### config.mk
export PLATFORM = sky130hd
export DESIGN_NAME = arith_unit_seq
export DESIGN_NICKNAME = d
export VERILOG_FILES = /design/src/rtl/arith_unit_seq.sv
export SDC_FILE = /design/constraint.sdc
export NUM_CORES = 1
export LEC_CHECK = 0
export CORE_UTILIZATION = 50
export CTS_BUF_LIST = sky130_fd_sc_hd__clkbuf_8
export CTS_CLUSTER_SIZE = 16
export DETAILED_ROUTE_END_ITERATION = 6
export GPL_TIMING_DRIVEN = 0
export MAX_ROUTING_LAYER = met4
export PLACE_DENSITY = 0.75
export SETUP_SLACK_MARGIN = 0.02
export SLEW_MARGIN = 10
export SYNTH_ARGS = -nofsm -noshare
export SYNTH_HDL_FRONTEND = slang
export SYNTH_SLANG_ARGS = --single-unit
export TNS_END_PERCENT = 20
### constraint.sdc
create_clock -name clk -period 2.2 [get_ports clk]
set_input_delay 0.44 -clock clk [delete_from_list [all_inputs] [get_ports clk]]
set_output_delay 0.44 -clock clk [all_outputs]
set_load 0.05 [all_outputs]
### src/rtl/arith_unit_seq.sv
// Sequential add/sub/mul/div unit: add, sub and divide-by-zero finish in one
// cycle; mul (shift-add) and div (restoring) take one step per clock.
module arith_unit_seq #(
   parameter int WIDTH = 8
) (
   input  logic               clk,
   input  logic               rst,
   input  logic               start,
   input  logic [1:0]         op,
   input  logic [WIDTH-1:0]   a,
   input  logic [WIDTH-1:0]   b,
   output logic               busy,
   output logic               done,
   output logic               err,
   output logic [2*WIDTH-1:0] z
);

   localparam int CW = $clog2(WIDTH + 1);
   localparam logic [CW-1:0] LAST_STEP = CW'(WIDTH - 1);

   typedef enum logic [1:0] {IDLE, RUN, DONE} state_t;

   state_t           state, state_next;
   logic [CW-1:0]    cnt;
   logic [WIDTH-1:0] acc_r, q_r, m_r;
   logic             is_div;

   logic             last_step;
   logic [WIDTH:0]   add_sum, sub_diff, mul_sum, div_sh;
   logic             div_ge;
   logic [WIDTH-1:0] acc_step, q_step;

   assign last_step = (state == RUN) && (cnt == LAST_STEP);

   // Single-cycle results, computed straight from the inputs at accept time.
   assign add_sum  = {1'b0, a} + {1'b0, b};
   assign sub_diff = {1'b0, a} - {1'b0, b};

   // One iteration of either algorithm; the carry of the multiply add lands in
   // the accumulator MSB after the right shift.
   assign mul_sum = {1'b0, acc_r} + (q_r[0] ? {1'b0, m_r} : '0);
   assign div_sh  = {acc_r, q_r[WIDTH-1]};
   assign div_ge  = (div_sh >= {1'b0, m_r});

   always_comb begin
      // NOTE: every variable written here gets a default first, so no path
      // leaves it unassigned and no latch is inferred.
      acc_step = '0;
      q_step   = '0;
      if (is_div) begin
         acc_step = WIDTH'(div_ge ? div_sh - {1'b0, m_r} : div_sh);
         q_step   = {q_r[WIDTH-2:0], div_ge};
      end else begin
         acc_step = mul_sum[WIDTH:1];
         q_step   = {mul_sum[0], q_r[WIDTH-1:1]};
      end
   end

   always_ff @(posedge clk or negedge rst) begin
      // NOTE: sequential state uses non-blocking assignments so every register
      // samples the pre-edge values regardless of statement order.
      if (!rst) state <= IDLE;
      else      state <= state_next;
   end

   always_comb begin
      state_next = state;
      case (state)
         IDLE: if (start)
                  state_next = (op == 2'b10 || (op == 2'b11 && b != '0)) ? RUN : DONE;
         RUN:  if (last_step) state_next = DONE;
         DONE: state_next = IDLE;
         default: state_next = IDLE;
      endcase
   end

   always_comb begin
      busy = (state != IDLE);
      done = (state == DONE);
   end

   // Datapath registers are cleared by reset so z is never X.
   always_ff @(posedge clk or negedge rst) begin
      if (!rst) begin
         cnt    <= '0;
         acc_r  <= '0;
         q_r    <= '0;
         m_r    <= '0;
         is_div <= 1'b0;
         err    <= 1'b0;
         z      <= '0;
      end else begin
         case (state)
            IDLE: if (start) begin
               cnt    <= '0;
               acc_r  <= '0;
               q_r    <= a;
               m_r    <= b;
               is_div <= op[0];
               err    <= (op == 2'b11) && (b == '0);
               case (op)
                  2'b00: z <= {{(WIDTH-1){1'b0}}, add_sum};
                  2'b01: z <= {{(WIDTH-1){sub_diff[WIDTH]}}, sub_diff};
                  2'b11: if (b == '0) z <= {a, {WIDTH{1'b1}}};
                  default: ;
               endcase
            end
            RUN: begin
               acc_r <= acc_step;
               q_r   <= q_step;
               cnt   <= cnt + CW'(1);
               if (last_step) z <= {acc_step, q_step};
            end
            default: ;
         endcase
      end
   end

endmodule

==> qor.csv, run 1 <==
stage;metric;value;unit
finish;# fillers;642;
die;Starting Density;0.5189;
setup_path;critical path class;reg -> reg;
setup_path;Critical Path Max Stage Delay;410;ps
synthesis;Unique masters post-synth;60;
clock_network;Inserted Clock Buffers;5;
setup_path;worst path cell trace;and2_4 > ha_4 > fa_2 > a211oi_2 > nor2_1 > o31a_1 > o32a_1 > o31a_2 > a31oi_1;
global_route;global route overflow;0;
sta;setup violators final;10;
clock_network;TritonCTS clock tree;yes;
clock_network;clock tree buffer depth;2;
placed_design;placed insts;585;
power;switch share;0.4970;
die;die area;7919;um2
finish;ant diodes;0;
power;power share of the clock group;0.080;
detailed_routing;First DRT Iteration DRCs;274;
detailed_routing;Avg WL per Cell;19.16;um
sta;RSZ-0062 raised after global routing;yes;
power;Switch Pwr;0.003512;W
placed_design;dpl hpwl;8572;um
setup_path;worst path required time;2440;ps
placed_design;DP Worst Slack;-929.1;ps
sta;Slew Viols, Final;0;
placed_design;GPL Wtd Cong;0.9310;
placed_design;IO buf count;37;
power;IR Drop Worst-Case VDD;658.6;uV
synthesis;post-synthesis sequential area ratio;0.3175;
synthesis;Post-Syn Area per Cell;8.446;um2
synthesis;Synth Warn #;0;
clock_network;clk_lat worst skew;310;ps
setup_path;CP top delay family;compound AO/OA/AOI/OAI gates;
sta;setup TNS;-1081;ps
sta;Fin. Hold Viols;0;
sta;final worst setup slack;-184.2;ps
synthesis;Async S/R FF share, synth;1.000;
run_status;status;complete, but fails checks;
detailed_routing;WL final;11590;um
synthesis;Syn Nets;506;
setup_path;crit path capture type;register;
die;core area;7292;um2
sta;Fin Clk Skew;3.938;ps
global_route;first-pass GRT wire length;18240;um
power;power density over the cells;1490;nW/um2
power;leakage power;2.100;nW
die;Die H;88.99;um
worst_hold_path;Min-Delay Path Class;in -> async;
global_route;All-Layer GR Usage;0.3193;
clock_network;H-tree depth;2;
die;Site Rows;31;
synthesis;EDFF count, synth;0;
setup_path;type of origin of the critical path;register;
die;Boundary Pins;40;
detailed_routing;Vias/cell;6.193;
synthesis;Most used DFF post-synth;dfrtp_1;
setup_path;crit-path max FO;3;
setup_path;FF-to-FF setup slack;-180;ps
run_status;violated checks;setup timing;
setup_path;Worst path slowest cell;dfrtp_1;
finish;Area Overhead vs Synth;25.33;%
setup_path;Critical Path AT;2620;ps
clock_network;root buffer cell;clkbuf_8;
synthesis;Synth Instances;448;
synthesis;cell area after synthesis;3784;um2
finish;Post-Layout Cell Count;605;
sta;period utilisation layout;1.084;
global_route;vias in the first global route;3538;
power;total power;0.007066;W
finish;Layout Nets;563;
sta;Tmin final;2384;ps
sta;Slew Limit Headroom;0.5792;
detailed_routing;routed via count;3747;
flow_run;MaxCap Viol Count;0;
detailed_routing;antenna viol nets, final;0;
sta;Least-Margin Pin Slew;631.2;ps
clock_network;Clock transition at path regs;90;ps
finish;fraction of layout cells with a size suffix above 1;0.1838;
power;Comb pwr share;0.694;
global_route;largest net degree at the start of global routing;29;
synthesis;Synth Register Bits;48;
die;die width;88.99;um
power;sequential fraction of design power;0.226;
sta;worst hold slack;101.0;ps
power;Pint;0.003554;W
detailed_routing;DR DRC count;0;
sta;FMAX;0.4194;GHz
setup_path;crit path buf inv count;0;
global_route;initial antenna violation count;0;
clock_network;CTS sink count;48;
detailed_routing;DRT Pass-1 Iters;5;
==> Yosys cell counts (5+ instances only) <==
cell type | count | area, um2
nand3_1 | 13 | 65.06
a31oi_1 | 16 | 100.1
nor2b_1 | 10 | 62.56
nor2_1 | 34 | 127.6
dfrtp_1 | 48 | 1201
ha_1 | 33 | 412.9
nand2b_1 | 7 | 43.79
mux2i_1 | 9 | 90.09
inv_1 | 28 | 105.1
a21o_1 | 11 | 82.58
o21ai_0 | 38 | 190.2
a21oi_1 | 22 | 110.1
o21a_1 | 5 | 37.54
o31ai_1 | 5 | 37.54
a211oi_1 | 9 | 67.56
clkbuf_1 | 12 | 45.04
nand2_1 | 57 | 214.0
and2_1 | 10 | 62.56
==> cells in the final DEF (no fill, tap or decap), types with 11 or more instances in the layout <==
cell             instances
nand3_1                 13
o21ai_0                 32
a21oi_1                 20
clkbuf_1                11
nor2_1                  33
buf_4                   14
dfrtp_1                 47
inv_1                   26
clkdlybuf4s50_1         22
ha_1                    18
a31oi_1                 14
a21o_1                  11
nand2_1                 57
==> area by class of cell <==
type	instances	area, um2	area share
multi-input combinational	353	2653	0.5594
sequential	48	1202	0.2536
tap	99	123.9	0.02612
timing repair buffer	51	479.2	0.1011
clock inverter	2	11.26	0.002375
inverter	29	108.9	0.02296
clock buffer	6	82.58	0.01741
buffer	17	81.33	0.01715
==> kinds of logic (layout without fill, tap and decap cells) <==
| logic type | Yosys count | after routing | share of synthesized area |
|---|---|---|---|
| AOI/OAI and AO/OA | 148 | 148 | 0.2649 |
| xor gates and xnor gates | 7 | 7 | 0.01620 |
| adders and majority gates | 37 | 37 | 0.1303 |
| buffers and inverters | 47 | 105 | 0.04993 |
| DFF | 48 | 48 | 0.3175 |
| muxes | 13 | 13 | 0.03968 |
| and+or+nand+nor | 148 | 148 | 0.1815 |
==> worst reg2reg max path, cell delays in order (launching register included) <==
cell	delay (ps)
dfrtp_1	410
and2_4	180
ha_4	170
fa_2	370
a211oi_2	250
nor2_1	100
o31a_1	270
o32a_1	290
o31a_2	150
a31oi_1	140
==> power groups by stage <==
stage                     sequential, W  combinational, W  clock, W
final                           0.00160           0.00490  0.000564
after global routing            0.00165           0.00525  0.000601
after CTS                       0.00159           0.00456  0.000566
after detailed placement        0.00161           0.00418         0
after global placement          0.00160           0.00411         0
after floorplan                 0.00203           0.00258         0
==> layer usage <==
layer	GRT usage	part of all wire	vias to the layer above
met1	0.3922	0.42	1845
met2	0.5434	0.50	136
met5	-	0	-
li1	-	-	1740
met3	0.03693	0.047	26
met4	0.1183	0.029	0
==> through the flow <==
step,utilization,cell area (um2)
after floorplan,-,3791
after global placement,0.5877,4285
after detailed placement,0.5897,4300
after CTS,0.6311,4602
after global routing,0.6503,4742
final,0.6503,4742
==> worst paths after layout <==
path,cells after the start,to,start
max,9,z[13],m_r[0]
max reg2reg,9,z[13],m_r[0]
min reg2reg,1,cnt[3],cnt[3]
min,1,acc_r[5],rst
min in group clk,3,m_r[4],b[4]
max in group asynchronous,2,q_r[0],rst
==> state kept, by name, summed over array words and instances, names as in the netlist <==
| signal | flops |
|---|---|
| acc_r | 8 |
| cnt | 4 |
| m_r | 8 |
| is_div | 1 |
| q_r | 8 |
| err | 1 |
| state | 2 |
| z | 16 |
==> repair_timing <==
item	in CTS	in global routing
endpoints found under the setup margin	26	29
gates resized for setup	54	31
hold buffers	0	0
pin swaps	11	7
setup buffers	9	4
No activity file was read; power rests on OpenSTA's default activity.
==> run 2, diff against run 1 <==
- SETUP_SLACK_MARGIN: 0.02 -> 0.15
- SLEW_MARGIN: 10 -> 20
==> run 2 against run 1 <==
The flow still finishes with violations (setup timing). First-iteration DRC count is 9.5% higher. Total power increased by 6.1%. Global-route usage down 0.56 points. Highest routed layer unchanged. Wire length rose by 4.7%. Flip-flop and latch count unchanged. Sequential power about the same. Register-to-register slack about the same. Final cell count is 1.8% higher. Non-clock buffer count up 11. Final area is 4.2% higher. Utilization increased by 2.7 points. Via count increased by 2.9%.
==> qor.csv, run 2 (synthesized netlist as in run 1, its figures left out) <==
stage;metric;value;unit;change
run_status;status;complete, but fails checks;;
run_status;violated checks;setup timing;;
clock_network;Post-CTS Hold Buffers;0;;unchanged
placed_design;IO buf count;37;;unchanged
finish;Top reg by flops;z;;
global_route;first-pass GRT wire length;17860;um;-2.1%
power;total power;0.007497;W;+6.1%
detailed_routing;antenna viol nets, final;0;;unchanged
detailed_routing;First DRT Iteration DRCs;300;;+9.5%
setup_path;critical path class;reg -> reg;;
detailed_routing;routed via count;3855;;+2.9%
die;Starting Density;0.5189;;unchanged
die;Boundary Pins;40;;unchanged
sta;setup violators final;9;;-1
finish;commonest cells after routing, fill and taps aside;57 x nand2_1, 44 x dfrtp_1, 33 x nor2_1;;
sta;RSZ-0062 raised after global routing;yes;;
finish;fraction of layout cells with a size suffix above 1;0.2418;;+0.05799
global_route;global route overflow;0;;unchanged
clock_network;TritonCTS clock tree;yes;;
clock_network;clk_lat worst skew;310;ps;about the same
sta;worst hold slack;89.16;ps;-11.79 ps
setup_path;crit path capture type;register;;
power;power density over the cells;1517;nW/um2;+1.8%
setup_path;type of origin of the critical path;register;;
detailed_routing;DRT Pass-1 Iters;5;;unchanged
clock_network;Clock transition at path regs;90;ps;about the same
detailed_routing;WL final;12140;um;+4.7%
die;Die H;88.99;um;unchanged
flow_run;MaxCap Viol Count;0;;unchanged
clock_network;Inserted Clock Buffers;5;;unchanged
detailed_routing;DR DRC count;0;;unchanged
global_route;vias in the first global route;3540;;+0.057%
clock_network;root buffer cell;clkbuf_8;;
setup_path;Worst Reg-to-Reg Cells;9;;unchanged
finish;max reg flops;16;;unchanged
setup_path;FF-to-FF Start;q_r[0];;
sta;Fin Clk Skew;7.512;ps;+3.574 ps
placed_design;dpl hpwl;8559;um;-0.16%
sta;Slew Limit Headroom;0.5980;;+0.01874
detailed_routing;Vias/cell;6.258;;+1.0%
die;core area;7292;um2;unchanged
placed_design;GPL Wtd Cong;0.9006;;-3.3%
sta;period utilisation layout;1.079;;-0.005208
setup_path;crit-path max FO;3;;unchanged
worst_hold_path;Min-Delay Path Class;in -> async;;
sta;Slew Viols, Final;0;;unchanged
finish;post-layout util;0.6778;;+0.02745
clock_network;H-tree depth;2;;unchanged
clock_network;CTS sink count;48;;unchanged
finish;Layout Nets;574;;+2.0%
power;IR Drop Worst-Case VDD;644.8;uV;-2.1%
sta;Fin. Hold Viols;0;;unchanged
finish;ant diodes;0;;unchanged
detailed_routing;Avg WL per Cell;19.71;um;+2.9%
setup_path;worst reg2reg endpoint;z[13];;
setup_path;Critical Path AT;2610;ps;about the same
finish;commonest non-fill, non-tap cell in the layout;nand2_1;;
die;die width;88.99;um;unchanged
sta;Least-Margin Pin Slew;603.1;ps;-28.11 ps
clock_network;clock tree buffer depth;2;;unchanged
die;Site Rows;31;;unchanged
finish;Area Overhead vs Synth;30.62;%;
global_route;largest net degree at the start of global routing;29;;unchanged
sta;FMAX;0.4215;GHz;+0.48%
global_route;All-Layer GR Usage;0.3137;;-0.005595
sta;Tmin final;2373;ps;-11.46 ps
finish;# fillers;619;;-3.6%
global_route;initial antenna violation count;0;;unchanged
setup_path;FF-to-FF setup slack;-170;ps;about the same
sta;final worst setup slack;-172.7;ps;+11.46 ps
setup_path;worst path required time;2440;ps;about the same
die;die area;7919;um2;unchanged
power;leakage power;2.148;nW;+2.3%
## run 2: cell types whose count changed in the layout (fill, tap and decap cells not counted), sizes merged
| cell | change |
|---|---|
| buf | +13 |
| bufinv | +1 |
| clkdlybuf4s15 | -3 |
| clkdlybuf4s18 | +1 |
| clkdlybuf4s50 | -2 |
| clkinv | +1 |
| dlygate4sd2 | +4 |
| dlymetal6s2s | -3 |
| inv | -1 |
## run 2: worst max path at each step
stage / startpoint / end / cells after the start
finish: q_r[0] / z[13] / 9
global route: q_r[0] / z[13] / 9
floorplan: acc_r[5] / z[14] / 8
CTS: q_r[0] / z[13] / 9
detailed placement: a[0] / z[11] / 10
global placement: a[0] / z[11] / 10
## run 2: report_power, final
group	total, W	leakage (nW)	switching, W	internal [W]
registers	0.00162	0.577	0.000329	0.00129
clock network	0.000660	0.0541	0.000323	0.000337
logic	0.00522	1.52	0.00303	0.00219
## run 2: layout make-up
class	instances	area, um2	share of cell area
buffer	18	90.09	0.01823
clock buffer	5	68.82	0.01392
clock inverter	3	42.54	0.008608
inverter	29	108.9	0.02203
multi-input combinational	353	2756	0.5577
sequential	48	1206	0.2441
tap	99	123.9	0.02506
timing repair buffer	61	545.5	0.1104
## run 2: metrics by stage
stage	TNS, ps	worst slack (ps)	std cells	cell area [um2]
final	-866.6	-172.7	616	4942
after global routing	-1813	-279.9	616	4942
after CTS	-810.1	-170.7	607	4731
after detailed placement	-15190	-931.3	585	4303
after global placement	-48410	-935.0	584	4288
after floorplan	-70.30	-31.84	448	3794
## run 2: layer usage
metal / up-vias / routed length, um / global-route usage
met4: 0 / 461 / 0.1255
met2: 173 / 5959 / 0.5350
met5: - / 0 / -
li1: 1767 / - / -
met1: 1868 / 5007 / 0.3741
met3: 47 / 713 / 0.04617
## run 2: critical path: stages (launching register included)
cell,delay [ps]
dfrtp_2,450
and2_4,150
ha_4,160
fa_2,370
a211oi_2,220
nor2_1,100
o31a_1,260
o32a_1,290
o31a_2,150
a31oi_1,140
## run 2: repair_timing
item	CTS	global route
cloned	0	0
setup endpoints to repair	28	34
buffers inserted	14	9
pin swaps	15	20
resized for setup	87	41
